$ cat config.mk
export PLATFORM = sky130hd
export DESIGN_NAME = mem_arbiter
export DESIGN_NICKNAME = d
export VERILOG_FILES = /design/src/rtl/mem_arbiter.sv
export SDC_FILE = /design/constraint.sdc
export NUM_CORES = 1
export LEC_CHECK = 0
export ABC_AREA = 1
export CAP_MARGIN = 20
export CORE_MARGIN = 5
export CORE_UTILIZATION = 42
export CTS_BUF_LIST = sky130_fd_sc_hd__clkbuf_4
export DETAILED_ROUTE_END_ITERATION = 10
export GPL_ROUTABILITY_DRIVEN = 0
export PLACE_DENSITY = 0.83
export SETUP_SLACK_MARGIN = 0.1
export SLEW_MARGIN = 15
export SYNTH_ARGS = -nofsm -noshare
export SYNTH_HDL_FRONTEND = slang
export SYNTH_SLANG_ARGS = --single-unit
export TNS_END_PERCENT = 5
$ cat constraint.sdc
create_clock -name clk -period 1.7 [get_ports clk]
set_input_delay 0.34 -clock clk [delete_from_list [all_inputs] [get_ports clk]]
set_output_delay 0.34 -clock clk [all_outputs]
set_load 0.01 [all_outputs]
$ cat src/rtl/mem_arbiter.sv
// Shared register-file arbiter: one core at a time gets a three-cycle IDLE/ACCESS/DONE transaction.
// Define MEM_ARB_ROUND_ROBIN_EN for round-robin arbitration; the default is fixed lowest-index priority.
module mem_arbiter #(
    parameter int unsigned NUM_CORES = 4,
    parameter int unsigned ADDR_W    = 3,
    parameter int unsigned DATA_W    = 16
) (
    input  logic                          clk,
    input  logic                          rst_n,
    input  logic [NUM_CORES-1:0]          req,
    input  logic [NUM_CORES-1:0]          we,
    input  logic [NUM_CORES*ADDR_W-1:0]   addr,
    input  logic [NUM_CORES*DATA_W-1:0]   wdata,
    input  logic [DATA_W-1:0]             reg_bus,
    output logic [NUM_CORES-1:0]          gnt,
    output logic [NUM_CORES-1:0]          ack,
    output logic [DATA_W-1:0]             rdata,
    output logic [DATA_W-1:0]             reg_data,
    output logic [(2**ADDR_W)-1:0]        reg_write,
    output logic [(2**ADDR_W)-1:0]        reg_read,
    output logic                          busy
);

    localparam int unsigned NUM_REGS = 2 ** ADDR_W;
    localparam int unsigned IdxW     = (NUM_CORES > 1) ? $clog2(NUM_CORES) : 1;

    typedef enum logic [1:0] {StIdle, StAccess, StDone} state_e;

    state_e                 state_q;
    logic                   we_q;
    logic                   found;
    logic [IdxW-1:0]        win_idx;
    logic [NUM_CORES-1:0]   win_oh;
    logic [ADDR_W-1:0]      win_addr;
    logic [NUM_REGS-1:0]    sel_oh;
    logic [DATA_W-1:0]      win_wdata;
    logic                   win_we;

`ifdef MEM_ARB_ROUND_ROBIN_EN
    logic [IdxW-1:0]        ptr_q;
    logic [IdxW-1:0]        win_q;
    logic [IdxW-1:0]        cand;

    // Search upward from the core after the last winner, wrapping around.
    always_comb begin
        found   = 1'b0;
        win_idx = '0;
        cand    = '0;
        for (int unsigned k = 1; k <= NUM_CORES; k++) begin
            cand = IdxW'((32'(ptr_q) + k) % NUM_CORES);
            if (!found && req[cand]) begin
                found   = 1'b1;
                win_idx = cand;
            end
        end
    end
`else
    always_comb begin
        found   = 1'b0;
        win_idx = '0;
        for (int unsigned i = 0; i < NUM_CORES; i++) begin
            if (!found && req[IdxW'(i)]) begin
                found   = 1'b1;
                win_idx = IdxW'(i);
            end
        end
    end
`endif

    always_comb begin
        win_oh    = NUM_CORES'(1) << win_idx;
        win_addr  = addr[win_idx*ADDR_W +: ADDR_W];
        win_wdata = wdata[win_idx*DATA_W +: DATA_W];
        win_we    = we[win_idx];
        sel_oh    = NUM_REGS'(1) << win_addr;
    end

    always_ff @(posedge clk or negedge rst_n) begin
        if (!rst_n) begin
            state_q   <= StIdle;
            we_q      <= 1'b0;
            gnt       <= '0;
            ack       <= '0;
            rdata     <= '0;
            reg_data  <= '0;
            reg_write <= '0;
            reg_read  <= '0;
            busy      <= 1'b0;
`ifdef MEM_ARB_ROUND_ROBIN_EN
            ptr_q     <= IdxW'(NUM_CORES - 1);
            win_q     <= '0;
`endif
        end else begin
            case (state_q)
                StIdle: begin
                    if (found) begin
                        state_q  <= StAccess;
                        we_q     <= win_we;
                        gnt      <= win_oh;
                        reg_data <= win_wdata;
                        busy     <= 1'b1;
`ifdef MEM_ARB_ROUND_ROBIN_EN
                        win_q    <= win_idx;
`endif
                        // Strobes are decoded here so they are registered during ACCESS.
                        if (win_we) begin
                            reg_write <= sel_oh;
                        end else begin
                            reg_read  <= sel_oh;
                        end
                    end
                end
                StAccess: begin
                    reg_write <= '0;
                    reg_read  <= '0;
                    if (!we_q) begin
                        rdata <= reg_bus;
                    end
                    ack     <= gnt;
                    state_q <= StDone;
                end
                StDone: begin
                    ack     <= '0;
                    gnt     <= '0;
                    busy    <= 1'b0;
                    state_q <= StIdle;
`ifdef MEM_ARB_ROUND_ROBIN_EN
                    ptr_q   <= win_q;
`endif
                end
                default: begin
                    state_q <= StIdle;
                end
            endcase
        end
    end

endmodule

Word-level counts from Yosys, hierarchy flattened
Cells that the tools add are included.

Reductions and logical operators: 15. Shift-type cells: 4. Muxes and demuxes: 22. $mul: 1. $lt $le $gt $ge: 1. Bitwise gates (word level): 1. Eq/ne operators: 5.

Operators with widths (number): 64-bit by 7-bit indexed part select with 16-bit output (1); 8-bit 2-to-1 mux (4); 8-bit one-hot mux with 2 select lines (2); 4-bit one-hot mux with 2 select lines (2); 12-bit by 5-bit indexed part select with 3-bit output (1); 1-bit by 3-bit << shifter with 8-bit output (first input constant) (1); 1-bit 2-to-1 mux (7); 2-bit 2-to-1 mux (3); 2-bit != test (second input constant) (3); 2-bit AND reduction (3); 3-bit AND reduction (2); 2-bit nonzero test (3); 2-bit by 2-bit multiplier with 4-bit output (second input constant) (1); 4-bit 2-to-1 mux (1); 2-bit one-hot mux with 2 select lines (1); 1-bit by 2-bit << shifter with 4-bit output (first input constant) (1); 1-bit logical AND (3); 1-bit zero test (3); 2-bit by 3-bit less-than comparator with 1-bit output (second input constant) (1); 1-bit binary-select mux with 2-bit select (1); 2-bit by 1-bit == test with 1-bit output (second input constant) (1); 2-bit == test (second input constant) (1); 2-bit zero test (1); 1-bit one-hot mux with 2 select lines (1); 1-bit inverter (1).

Bits in registers: 60. Output and inout port bits: 57.

Depth between registers and ports, before layout
Gate-level depths: netlist of run 1.

Depth in word-level cells: 16. Depth in mapped cells: 11. Depth with buffers taken out: 11.

Worst setup path before layout of run 1
No wires, ideal clock.

Path kind: reg-to-reg. Start: register state_q[1]. End: register rdata[10]. Library setup time: 0.125 ns. Stages on the path, launching flop included: 6. Data arrival time: 1.393 ns. Setup slack: 0.182 ns. Path through: dfrtp_1 -> inv_1 -> ha_1 -> nand2_1 -> buf_2 -> mux2_2.

Longest elaborated chain between the ends: 2.

RTL lines: start, declared (line 29) `state_e state_q;`; start signal, assigned (line 80) `state_q <= StIdle;`; start signal, assigned (line 97) `state_q <= StAccess;`; start signal, assigned (line 120) `state_q <= StDone;`; 2-bit by 1-bit == test with 1-bit output (line 94) `case (state_q)`; 2-bit AND reduction (no source line); end signal, assigned (line 117) `rdata <= reg_bus;`; end, declared (line 17) `output logic [DATA_W-1:0] rdata,`.

No other way between the ends. A chain may end at the register's enable or synchronous reset.

Worst setup path in the final report of run 1
Start: input req[2]. End: register reg_data[5].

Longest elaborated chain between the ends: 6. Elaborated cells on any way between the ends: 9. Classes of those cells: shift (1); mux (4); reduce/logical (4).

RTL lines: start, declared (line 10) `input logic [NUM_CORES-1:0] req,`; 1-bit logical AND (*) (line 62) `if (!found && req[IdxW'(i)]) begin`; 1-bit 2-to-1 mux (line 62); 1-bit zero test (line 62); 1-bit logical AND (line 62); 2-bit 2-to-1 mux / 1-bit 2-to-1 mux (equally long branches) (line 62); 64-bit by 7-bit indexed part select with 16-bit output / 2-bit AND reduction (equally long branches); end signal, assigned (line 100) `reg_data <= win_wdata;`; end, declared (line 18) `output logic [DATA_W-1:0] reg_data,`.

Mark *: on every way between the ends. The rest lies on a longest branch, timed or not.

==> run summary, run 1 <==
================================================================================
Setup tns final                                                             0 ns
Remaining routing DRC violations                                               0
Number of distinct library cells after synthesis                              26
Net total in the final layout                                                686
Final worst clock skew                                                0.00727 ns
Insertion delay to the later sink of the worst-skew pair                 0.37 ns
Die Height                                                               97.6 µm
Yosys reg bits                                                                60
Max-cap viol count                                                             0
Post-Route WL                                                          10,200 µm
Global-route usage over all layers                                         0.207
Most instantiated cells after synthesis                             133 x nand2_1, 60 x dfrtp_1, 53 x inv_1, 26 x o21ai_0, 19 x nand3_1
Critical path required time                                              2.01 ns
Relative area change from synthesis to final layout                        66.6%
Leakage                                                                  3.19 nW
DIE WIDTH                                                                97.6 µm
Top cell type by total area after synthesis                              dfrtp_1
Hold WC Path Type                                                   input port to asynchronous set/reset pin
Outcome                                                                completed
Fraction of layout instances using a drive strength above 1                0.122
Met3 global-route usage                                                   0.0452
Number of buffers created by CTS                                               9
Deepest level of the CTS H-tree                                                3
Number of port buffers                                                       158
Worst flop-to-flop path startpoint                                    state_q[0]
Final clock period utilization by the worst path                           0.933
TritonCTS clock tree                                                         yes
IO Count                                                                     159
Max Clk Rate                                                             631 MHz
R2r worst-path depth                                                           9
Count of mapped cells out of synthesis                                       405
Clock-pin slew on the worst setup and hold paths                         0.09 ns
Number of nets still failing antenna checks after routing                      0
Mapped cell area                                                        3220 µm²
Number of pins with negative max-slew slack in the final report                0
Detailed Route Iter0 Violations                                              193
Fraction of met2 tracks used by global routing                             0.332
CTS Root Buffer Type                                                    clkbuf_4
Hold Fails Final Rpt                                                           0
Via count of the first global-routing pass                                 3,327
Count leader, synth                                                      nand2_1
Setup crit end kind                                                    flip-flop
Pin count of the biggest net entering global routing                          48
IR drop worst, VDD                                                    0.000684 V
Portion of the post-synthesis area used by sequential elements             0.466
First-pass DRT Iterations                                                      5
CTS sink cnt                                                                  60
Number of standard cells in the layout, taps in and fillers out              684
CP Launch Type                                                        input port
Number of antenna violations at the first check in global routing              0
Initial Util                                                               0.424
Mean routed wirelength per cell                                          14.9 µm
Net count after synthesis                                                    512
Relative slew slack                                                        0.761
Proportion of netlist area held by the largest area contributor            0.466
FFs w/ async S/R, synth                                                     1.00
Area of the die                                                         9530 µm²
Peak-usage layer in the global routing report                               met2
Cell with the largest stage delay on the worst path                 clkdlybuf4s50_1
Minimum period implied by the final worst setup slack                    1.59 ns
Crit path kind                                                      input port to flip-flop
Synth warnings                                                                 0
Power density over the cells                                         1340 nW/µm²
Beginning of the critical path                                            req[2]
Met1 global-route usage                                                    0.273
Worst-margin pin slew                                                   0.358 ns
Setup slack of the worst register-to-register path                       0.18 ns
Vias post-DR                                                               3,372
Reg-to-Reg End                                                       reg_read[6]
Number of failing setup endpoints in the final timing report                   0
Biggest fanout along the worst timing path                                    18
Endpoint arrival time on the critical path                               1.90 ns
Total congestion overflow after global routing                                 0
Slowest Stage Delay on Critical Path                                     0.49 ns
Core outline area                                                       7610 µm²
First-pass GRT wire length                                             16,100 µm
Diodes inserted                                                                0
Post-detail-place hpwl                                                   8010 µm
Leading cell types by total area after synthesis                    dfrtp_1 47%, nand2_1 15%, inv_1 6.2%, mux2_2 5.6%, o21ai_0 4.0%
Maximum buffer depth of the clock tree                                         2
Row count                                                                     32
Number of synthesized flops with an enable pin                                 0
Utilization of the core after routing                                      0.706
Dpl cells                                                                    669
Mean instance size in the synthesized netlist                           7.96 µm²
Dominant synthesized flop cell                                           dfrtp_1
Cell breakdown of the critical path                                 clkdlybuf4s50_1 -> inv_2 -> nand3_2 -> buf_4 -> buf_4 -> a21oi_1 -> o21ai_1 -> nand2_1 -> nand2_1
Post-DR vias/cell                                                           4.93
Setup repair after global routing missed its margin                          yes
Number of post-CTS setup repair buffers                                        0
================================================================================
==> layer usage <==
layer	vias to the layer above	wire, µm
met4	0	216
met1	1550	4500
li1	1654	-
met3	18	579
met2	150	4930
met5	-	0
==> critical path: cells and delay by family <==
kind,cells,cell delay (ns)
buf+inv,4,0.95
simple gates,3,0.26
compound gates,2,0.36
==> power breakdown <==
part	total, W	leakage (nW)	switching [W]	internal, W
Clock	0.000872	0.0618	0.000457	0.000414
Combinational	0.00388	2.37	0.00193	0.00195
Sequential	0.00244	0.756	0.000341	0.00210
Total	0.00719	3.19	0.00273	0.00446
==> flip-flops by register name, indices dropped and copies added (netlist names) <==
signal,count
gnt,4
state_q,2
reg_read,8
ack,4
rdata,16
reg_write,8
reg_data,16
busy,1
we_q,1
==> placed cells by master (no fill, tap or decap) <==
| cell | count |
|---|---|
| o21ai_1 | 16 |
| ha_2 | 1 |
| nor2_1 | 3 |
| nor2_4 | 1 |
| o21ai_0 | 21 |
| clkbuf_4 | 9 |
| buf_12 | 4 |
| bufinv_16 | 1 |
| nand3_2 | 1 |
| inv_6 | 1 |
| clkinv_1 | 4 |
| nor3_2 | 1 |
| nand4_1 | 3 |
| mux2_2 | 16 |
| ha_1 | 4 |
| dlymetal6s2s_1 | 57 |
| buf_2 | 1 |
| o21ai_4 | 1 |
| dlygate4sd2_1 | 3 |
| dlygate4sd3_1 | 1 |
| o211ai_1 | 16 |
| inv_2 | 3 |
| o22ai_1 | 7 |
| a21oi_2 | 1 |
| dfrtp_1 | 60 |
| nand2_2 | 4 |
| nand3b_1 | 2 |
| nand2_4 | 4 |
| inv_1 | 51 |
| nand3_1 | 19 |
| o21a_1 | 2 |
| nand2_8 | 1 |
| a21oi_1 | 15 |
| clkdlybuf4s50_1 | 97 |
| nor2_2 | 5 |
| buf_4 | 16 |
| nand2_1 | 130 |
==> worst max-delay path by stage <==
stage	to	depth (start not counted)
floorplan	rdata[10]	5
global placement	reg_read[2]	13
detailed placement	reg_read[1]	13
CTS	reg_data[4]	1
global route	reg_read[6]	11
finish	reg_data[5]	9
==> area by class of cell <==
cell class                 count  area (µm²)
timing repair buffer         179        1930
inverter                      55         211
clock buffer                   9        67.6
clock inverter                 5        45.0
multi-input combinational    274        1490
tap                          102         128
sequential                    60        1500
fill                         575        2240
==> cells by family (layout without fill, tap and decap cells) <==
group	Yosys count	in the layout	synth area share
and+or+nand+nor	174	174	0.226
AOI/OAI and AO/OA	79	79	0.141
buffers and inverters	71	248	0.0928
DFF	60	60	0.466
muxes	16	16	0.0559
adders and majority gates	5	5	0.0194
==> per-stage QoR <==
stage	setup WS, ns	power [W]	hold slack, ns	area, µm²
after floorplan	0.182	0.00424	0.0444	3220
after global placement	-0.314	0.00627	0.255	5030
after detailed placement	-0.343	0.00640	0.263	5030
after CTS	0.0247	0.00727	0.379	5150
after global routing	0.0613	0.00770	0.390	5370
final	0.114	0.00719	0.401	5370
==> what timing repair did <==
| action | 4_1_cts | 5_1_grt |
|---|---|---|
| gates cloned | 0 | 0 |
| endpoints found under the hold margin | 13 | 0 |
| pin swaps | 0 | 2 |
| hold buffers | 1 | 0 |
| setup endpoints to repair | 69 | 91 |
| gates resized for setup | 3 | 83 |
(Power assumes the default switching activity.)
==> inputs of run 2 (changes only) <==
--- a/config.mk
+++ b/config.mk
@@ -5,14 +5,14 @@
 export SDC_FILE = /design/constraint.sdc
 export NUM_CORES = 1
 export LEC_CHECK = 0
-export ABC_AREA = 1
+export ABC_AREA = 0
 export CAP_MARGIN = 20
 export CORE_MARGIN = 5
-export CORE_UTILIZATION = 42
+export CORE_UTILIZATION = 41
 export CTS_BUF_LIST = sky130_fd_sc_hd__clkbuf_4
 export DETAILED_ROUTE_END_ITERATION = 10
 export GPL_ROUTABILITY_DRIVEN = 0
-export PLACE_DENSITY = 0.83
+export PLACE_DENSITY = 0.82
 export SETUP_SLACK_MARGIN = 0.1
 export SLEW_MARGIN = 15
 export SYNTH_ARGS = -nofsm -noshare
==> run 2 against run 1 <==
Sequential power about the same; largest cell class unchanged; non-clock buffer count increased by 18; hold slack improved by 0.079 ns; worst setup slack got worse by 0.084 ns; critical path type unchanged; utilization increased by 3.4 points.
==> run summary, run 2 <==
================================================================================
PnR worst setup slack                                                  0.0303 ns   -0.0838 ns
Number of distinct library cells after synthesis                              37   +42%
IR drop worst, VDD                                                    0.000939 V   +37%
Number of antenna violations at the first check in global routing              0   unchanged
Vias post-DR                                                               2,924   -13%
Relative slew slack                                                        0.727   -0.0346
Core outline area                                                       7290 µm²   -4.1%
Mean instance size in the synthesized netlist                           11.3 µm²   +42%
Number of buffers created by CTS                                               9   unchanged
Count leader, synth                                                      dfrtp_1
Leading cell types by total area after synthesis                    dfrtp_1 49%, mux2_2 18%, mux2i_1 6.1%, o21ai_0 3.7%, o22ai_1 3.2%
Largest regs                                                        rdata (16), reg_data (16)
Final clock period utilization by the worst path                           0.982   +0.0493
Worst slack at placement                                               -0.638 ns   -0.295 ns
Beginning of the critical path                                            req[3]
Portion of the post-synthesis area used by sequential elements             0.485   +0.0194
FFs w/ async S/R, synth                                                     1.00   unchanged
Yosys reg bits                                                                60   unchanged
Most instantiated cells after synthesis                             60 x dfrtp_1, 49 x mux2_2, 24 x nand2_1, 23 x o21ai_0, 19 x mux2i_1
CTS sink cnt                                                                  60   unchanged
CTS Root Buffer Type                                                    clkbuf_4
Crit path kind                                                      input port to flip-flop
Final worst clock skew                                                 0.0232 ns   +0.0159 ns
Leakage                                                                  2.53 nW   -21%
Dominant synthesized flop cell                                           dfrtp_1
Worst-margin pin slew                                                   0.410 ns   +0.0519 ns
Max Clk Rate                                                             599 MHz   -5.0%
Initial Util                                                               0.424   +0.000647
Net count after synthesis                                                    381   -26%
Net total in the final layout                                                573   -16%
Worst path top cell family by delay                                 compound AO/OA/AOI/OAI gates
DIE WIDTH                                                                96.9 µm   -0.75%
Mean routed wirelength per cell                                          17.6 µm   +18%
Setup repair after global routing missed its margin                          yes
Minimum period implied by the final worst setup slack                    1.67 ns   +0.0838 ns
Utilization of the core after routing                                      0.739   +0.0336
Deepest level of the CTS H-tree                                                3   unchanged
Top cell type by total area after synthesis                              dfrtp_1
Fin area                                                                5390 µm²   +0.42%
Total congestion overflow after global routing                                 0   unchanged
Most common library cell in the layout ignoring fill and taps       clkdlybuf4s50_1
Pin count of the biggest net entering global routing                          33   -31%
Min-delay src                                                             req[2]
IO Count                                                                     159   unchanged
First-pass GRT wire length                                             16,200 µm   +0.73%
Most used cells in the layout excluding fill and tap cells          95 x clkdlybuf4s50_1, 60 x dfrtp_1, 59 x dlygate4sd2_1, 27 x mux2_4, 27 x buf_4
Crit path buf inv count                                                        3   -1
Number of pins with negative max-slew slack in the final report                0   unchanged
Post-detail-place hpwl                                                   7560 µm   -5.7%
Via count of the first global-routing pass                                 3,202   -3.8%
Setup crit end kind                                                    flip-flop
CP Launch Type                                                        input port
Relative area change from synthesis to final layout                        74.2%
Cell breakdown of the critical path                                 clkdlybuf4s15_2 -> nor3_2 -> or2_1 -> a221o_1 -> buf_6 -> o2bb2ai_4 -> buf_12 -> mux2_4
Number of port buffers                                                       158   unchanged
Insertion delay to the later sink of the worst-skew pair                 0.41 ns   +0.04 ns
Post-Place Cell Area                                                    5010 µm²   -0.45%
Maximum buffer depth of the clock tree                                         2   unchanged
Post-DR vias/cell                                                           5.13   +4.1%
Hold WC Path Type                                                   input port to flip-flop
Critical path required time                                              1.99 ns   -0.02 ns
Cell with the largest stage delay on the worst path                      a221o_1
TritonCTS clock tree                                                         yes
Hold Fails Final Rpt                                                           0   unchanged
Proportion of netlist area held by the largest area contributor            0.485   +0.0194
Remaining routing DRC violations                                               0   unchanged
Number of failing setup endpoints in the final timing report                   0   unchanged
Fraction of layout instances using a drive strength above 1                0.278   +0.156
Max-cap viol count                                                             0   unchanged
Number of synthesized flops with an enable pin                                 0   unchanged
Count of mapped cells out of synthesis                                       274   -32%
Row count                                                                     31   -3.1%
Synth warnings                                                                 0   unchanged
First-pass DRT Iterations                                                      4   -1
Clock-pin slew on the worst setup and hold paths                         0.11 ns   +0.02 ns
Endpoint arrival time on the critical path                               1.96 ns   +0.06 ns
Global-route usage over all layers                                         0.211   +0.00419
Total power consumption of the routed design                           0.00784 W   +9.1%
Post-Route WL                                                          10,000 µm   -1.9%
Area of the die                                                         9380 µm²   -1.5%
Mapped cell area                                                        3090 µm²   -4.0%
Worst flop-to-flop path startpoint                                    state_q[1]
Outcome                                                                completed
Power density over the cells                                         1450 nW/µm²   +8.7%
Diodes inserted                                                                0   unchanged
Slowest Stage Delay on Critical Path                                     0.40 ns   -0.09 ns
Detailed Route Iter0 Violations                                               59   -69%
Biggest fanout along the worst timing path                                     8   -10
Number of nets still failing antenna checks after routing                      0   unchanged
Die Height                                                               96.9 µm   -0.75%
================================================================================
[run 2: cell types whose count changed after synthesis, sizes merged, moves of 16 or more]
cell / delta
mux2: +34
inv: -45
mux2i: +19
o211ai: -16
nand3: -18
nand2: -115
[run 2: area by class of cell]
class	instances	area, µm²
clock inverters	6	65.1
repair buffers	197	1890
well taps	99	124
clock buffers	10	75.1
flip-flops and latches	60	1500
fillers	523	1900
inverters	10	40.0
multi-input cells	188	1690
[run 2: kinds of logic after synthesis]
group	Yosys count	share of synthesized area
AO/OA/AOI/OAI	58	0.125
flip-flops	60	0.485
multiplexers	69	0.243
AND/OR/NAND/NOR	56	0.0890
adder cells (fa/ha/maj)	5	0.0202
buffers and inverters	26	0.0372
[run 2: what timing repair did]
item / CTS / global route
hold buffers: 1 / 0
buffers inserted: 8 / 1
hold endpoints to repair: 60 / 0
pin swaps: 8 / 6
resized for setup: 94 / 31
endpoints found under the setup margin: 108 / 40
[run 2: stage by stage]
stage	setup TNS (ns)	instances	hold WS (ns)
global placement	-18.28	544	0.375
CTS	0	569	0.460
finish	0	570	0.480
floorplan	-1.85	274	0.0444
global route	-0.000783	570	0.502
detailed placement	-19.72	544	0.380
[run 2: worst paths after layout]
path / endpoint / cells past startpoint / slack (ns)
max: reg_write[4] / 8 / 0.03
min: gnt[3] / 5 / 0.48
max reg2reg: reg_write[2] / 7 / 0.06
min reg2reg: reg_data[2] / 2 / 0.48
max in group asynchronous: state_q[0] / 3 / 0.87
min in group asynchronous: rdata[9] / 3 / 0.49
[run 2: worst min-delay path, cell delays in order]
cell	delay (ns)
buf_2	0.12
buf_4	0.18
nor2_1	0.06
nand3_1	0.06
o21ai_0	0.07
[run 2: metal layers]
metal,part of all wire,wire [µm],vias up,track usage
met3,0.059,595,18,0.0612
met2,0.50,5060,116,0.368
met4,0.016,162,0,0.0702
li1,-,-,1388,-
met5,0,0,-,0
met1,0.42,4220,1402,0.247
[run 2: where the power goes]
part / leakage [nW] / switching, W / internal [W] / total [W]
clock network: 0.0763 / 0.000549 / 0.000465 / 0.00101
registers: 0.754 / 0.000366 / 0.00209 / 0.00246
logic: 1.70 / 0.00191 / 0.00247 / 0.00437
total: 2.53 / 0.00282 / 0.00502 / 0.00784
==> inputs of run 3 (changes only) <==
--- a/config.mk
+++ b/config.mk
@@ -7,7 +7,6 @@
 export LEC_CHECK = 0
 export ABC_AREA = 0
 export CAP_MARGIN = 20
-export CORE_MARGIN = 5
 export CORE_UTILIZATION = 41
 export CTS_BUF_LIST = sky130_fd_sc_hd__clkbuf_4
 export DETAILED_ROUTE_END_ITERATION = 10
==> run 3 against run 2 <==
Clock skew fell by 0.014 ns; final cell count rose by 0.35%; combinational power fell by 5.9%; highest routed layer unchanged; utilization fell by 0.94 points; largest cell class unchanged; sequential power fell by 2%; sequential share of layout area rose by 0.36 points; final area fell by 1.3%; clock power rose by 9.9%; largest power group unchanged; fmax rose by 4.3%; critical path type is now flip-flop to flip-flop; register-to-register slack improved by 0.04 ns; hold slack got worse by 0.15 ns; first-iteration DRC count rose by 12%.
==> run summary, run 3 (synthesis results as in run 2) <==
================================================================================
IR drop worst, VDD                                                    0.000760 V   -19%
Amount of wire on met3 after detailed routing                             643 µm   +8.1%
Outcome                                                                completed
Max Clk Rate                                                             625 MHz   +4.3%
Mean routed wirelength per cell                                          16.3 µm   -7.5%
Hold Fails Final Rpt                                                           0   unchanged
Crit path kind                                                      flip-flop to flip-flop
Hold WC Path Type                                                   input port to flip-flop
TritonCTS clock tree                                                         yes
Total congestion overflow after global routing                                 0   unchanged
Fin area                                                                5320 µm²   -1.3%
Number of buffers created by CTS                                               9   unchanged
Worst path top cell family by delay                                 buffers and inverters
IO Count                                                                     159   unchanged
Fillers                                                                      543   +3.8%
Post-detail-place hpwl                                                   6770 µm   -10%
Number of antenna violations at the first check in global routing              1   +1
Deepest level of the CTS H-tree                                                3   unchanged
Worst slack at placement                                               -0.687 ns   -0.0492 ns
First-pass GRT wire length                                             14,100 µm   -13%
Final clock period utilization by the worst path                           0.942   -0.0406
Slowest Stage Delay on Critical Path                                     0.41 ns   about the same
Via count of the first global-routing pass                                 2,888   -9.8%
Setup repair after global routing missed its margin                          yes
Cell breakdown of the critical path                                 inv_2 -> ha_4 -> o31ai_4 -> buf_6 -> o22ai_4 -> buf_12 -> mux2_4
Setup tns final                                                             0 ns   unchanged
Maximum buffer depth of the clock tree                                         2   unchanged
Relative slew slack                                                        0.753   +0.0261
Number of nets still failing antenna checks after routing                      0   unchanged
Core outline area                                                       7290 µm²   unchanged
Relative area change from synthesis to final layout                        72.0%
Fraction of layout instances using a drive strength above 1                0.278   -0.000589
Most used cells in the layout excluding fill and tap cells          96 x clkdlybuf4s50_1, 60 x dfrtp_1, 57 x dlygate4sd2_1, 39 x mux2_2, 31 x buf_4
Switching Share                                                            0.353   -0.00749
Global-route usage over all layers                                         0.239   +0.0281
Leakage                                                                  2.47 nW   -2.2%
Most common library cell in the layout ignoring fill and taps       clkdlybuf4s50_1
Wire length on met1                                                      3740 µm   -11%
Insertion delay to the later sink of the worst-skew pair                 0.40 ns   about the same
Critical path required time                                              1.99 ns   about the same
First-pass DRT Iterations                                                      4   unchanged
Detailed Route Iter0 Violations                                               66   +12%
Net switching power                                                    0.00269 W   -4.6%
PnR worst setup slack                                                  0.0993 ns   +0.0690 ns
Area of the die                                                         7900 µm²   -16%
Initial Util                                                               0.424   unchanged
Power density over the cells                                         1440 nW/µm²   -1.3%
Setup slack of the worst register-to-register path                        0.1 ns   +0.04 ns
Remaining routing DRC violations                                               0   unchanged
Total power consumption of the routed design                           0.00764 W   -2.6%
Post-Route WL                                                            9310 µm   -7.2%
DIE WIDTH                                                                88.9 µm   -8.3%
Routed wl met2                                                           4830 µm   -4.5%
Post-DR vias/cell                                                           5.17   +0.77%
Die Height                                                               88.9 µm   -8.3%
Clock-pin slew on the worst setup and hold paths                         0.10 ns   about the same
Number of failing setup endpoints in the final timing report                   0   unchanged
Row count                                                                     31   unchanged
Share of power burned in registers                                         0.317   +0.004
Clock network power share                                                  0.146   +0.017
Cell with the largest stage delay on the worst path                      dfrtp_1
Net total in the final layout                                                575   +0.35%
Vias post-DR                                                               2,957   +1.1%
Number of port buffers                                                       158   unchanged
Total internal power                                                   0.00495 W   -1.4%
Largest regs                                                        rdata (16), reg_data (16)
Number of pins with negative max-slew slack in the final report                0   unchanged
CTS sink cnt                                                                  60   unchanged
Biggest fanout along the worst timing path                                     8   unchanged
Post-Place Cell Area                                                    5020 µm²   +0.15%
Share of power burned in combinational logic                               0.537   -0.021
Pin count of the biggest net entering global routing                          61   +85%
Minimum period implied by the final worst setup slack                    1.60 ns   -0.0690 ns
Endpoint arrival time on the critical path                               1.89 ns   -0.07 ns
Setup crit end kind                                                    flip-flop
CP Launch Type                                                         flip-flop
Max-cap viol count                                                             0   unchanged
Topmost layer with routed signal wires                                      met4
Worst-margin pin slew                                                   0.367 ns   -0.0431 ns
CTS Root Buffer Type                                                    clkbuf_4
Crit path buf inv count                                                        3   unchanged
Final worst clock skew                                                0.00934 ns   -0.0138 ns
================================================================================
-- run 3: changes by cell type in the layout (fill, tap and decap cells not counted), sizes merged --
cell           before  now
clkdlybuf4s50      95   96
diode               0    1
clkdlybuf4s15       1    0
buf                41   44
dlygate4sd2        59   57
clkinv              4    3
bufinv              1    2
-- run 3: worst min-delay path: stages --
cell and delay [ns]:
buf_2 0.14, nor2_1 0.06, nand3_1 0.07, o21ai_0 0.08
-- run 3: per-layer routing --
layer,GRT usage,up-vias
li1,-,1388
met1,0.285,1447
met2,0.418,113
met3,0.0634,9
met4,0.0777,0
met5,0,-
-- run 3: path summary, 6_finish.rpt --
| check | end | cells after the start | from |
|---|---|---|---|
| hold / removal | gnt[3] | 4 | req[2] |
| min in group asynchronous | rdata[9] | 3 | rst_n |
| setup / recovery | reg_read[7] | 7 | state_q[1] |
| hold reg to reg | reg_data[11] | 2 | reg_data[11] |
| setup reg to reg | reg_read[7] | 7 | state_q[1] |
| max in group asynchronous | state_q[1] | 3 | rst_n |
-- run 3: layout make-up --
cell class | instances | area, µm² | share of cell area
tap | 99 | 124 | 0.0233
multi-input combinational | 188 | 1620 | 0.305
antenna | 1 | 2.50 | 0.000470
clock inverter | 6 | 80.1 | 0.0150
clock buffer | 9 | 67.6 | 0.0127
sequential | 60 | 1500 | 0.282
timing repair buffer | 199 | 1890 | 0.354
inverter | 10 | 40.0 | 0.00752
-- run 3: power by group through the flow --
stage	combinational, W	sequential (W)	clock [W]
floorplan	0.00156	0.00274	0
global placement	0.00389	0.00245	0
detailed placement	0.00400	0.00248	0
CTS	0.00395	0.00243	0.00113
global route	0.00443	0.00251	0.00118
finish	0.00411	0.00242	0.00111
-- run 3: through the flow --
step                hold WS, ns  instances  utilization
floorplan                0.0444        274            -
global placement          0.371        545        0.688
detailed placement        0.383        545        0.688
CTS                       0.322        567        0.719
global route              0.355        572        0.730
finish                    0.333        572        0.730
-- run 3: repair_timing --
action / 4_1_cts / 5_1_grt
hold buffers: 1 / 0
pin swaps: 6 / 6
resized for setup: 93 / 12
hold endpoints to repair: 60 / 0
endpoints found under the setup margin: 103 / 23
setup buffers: 6 / 4
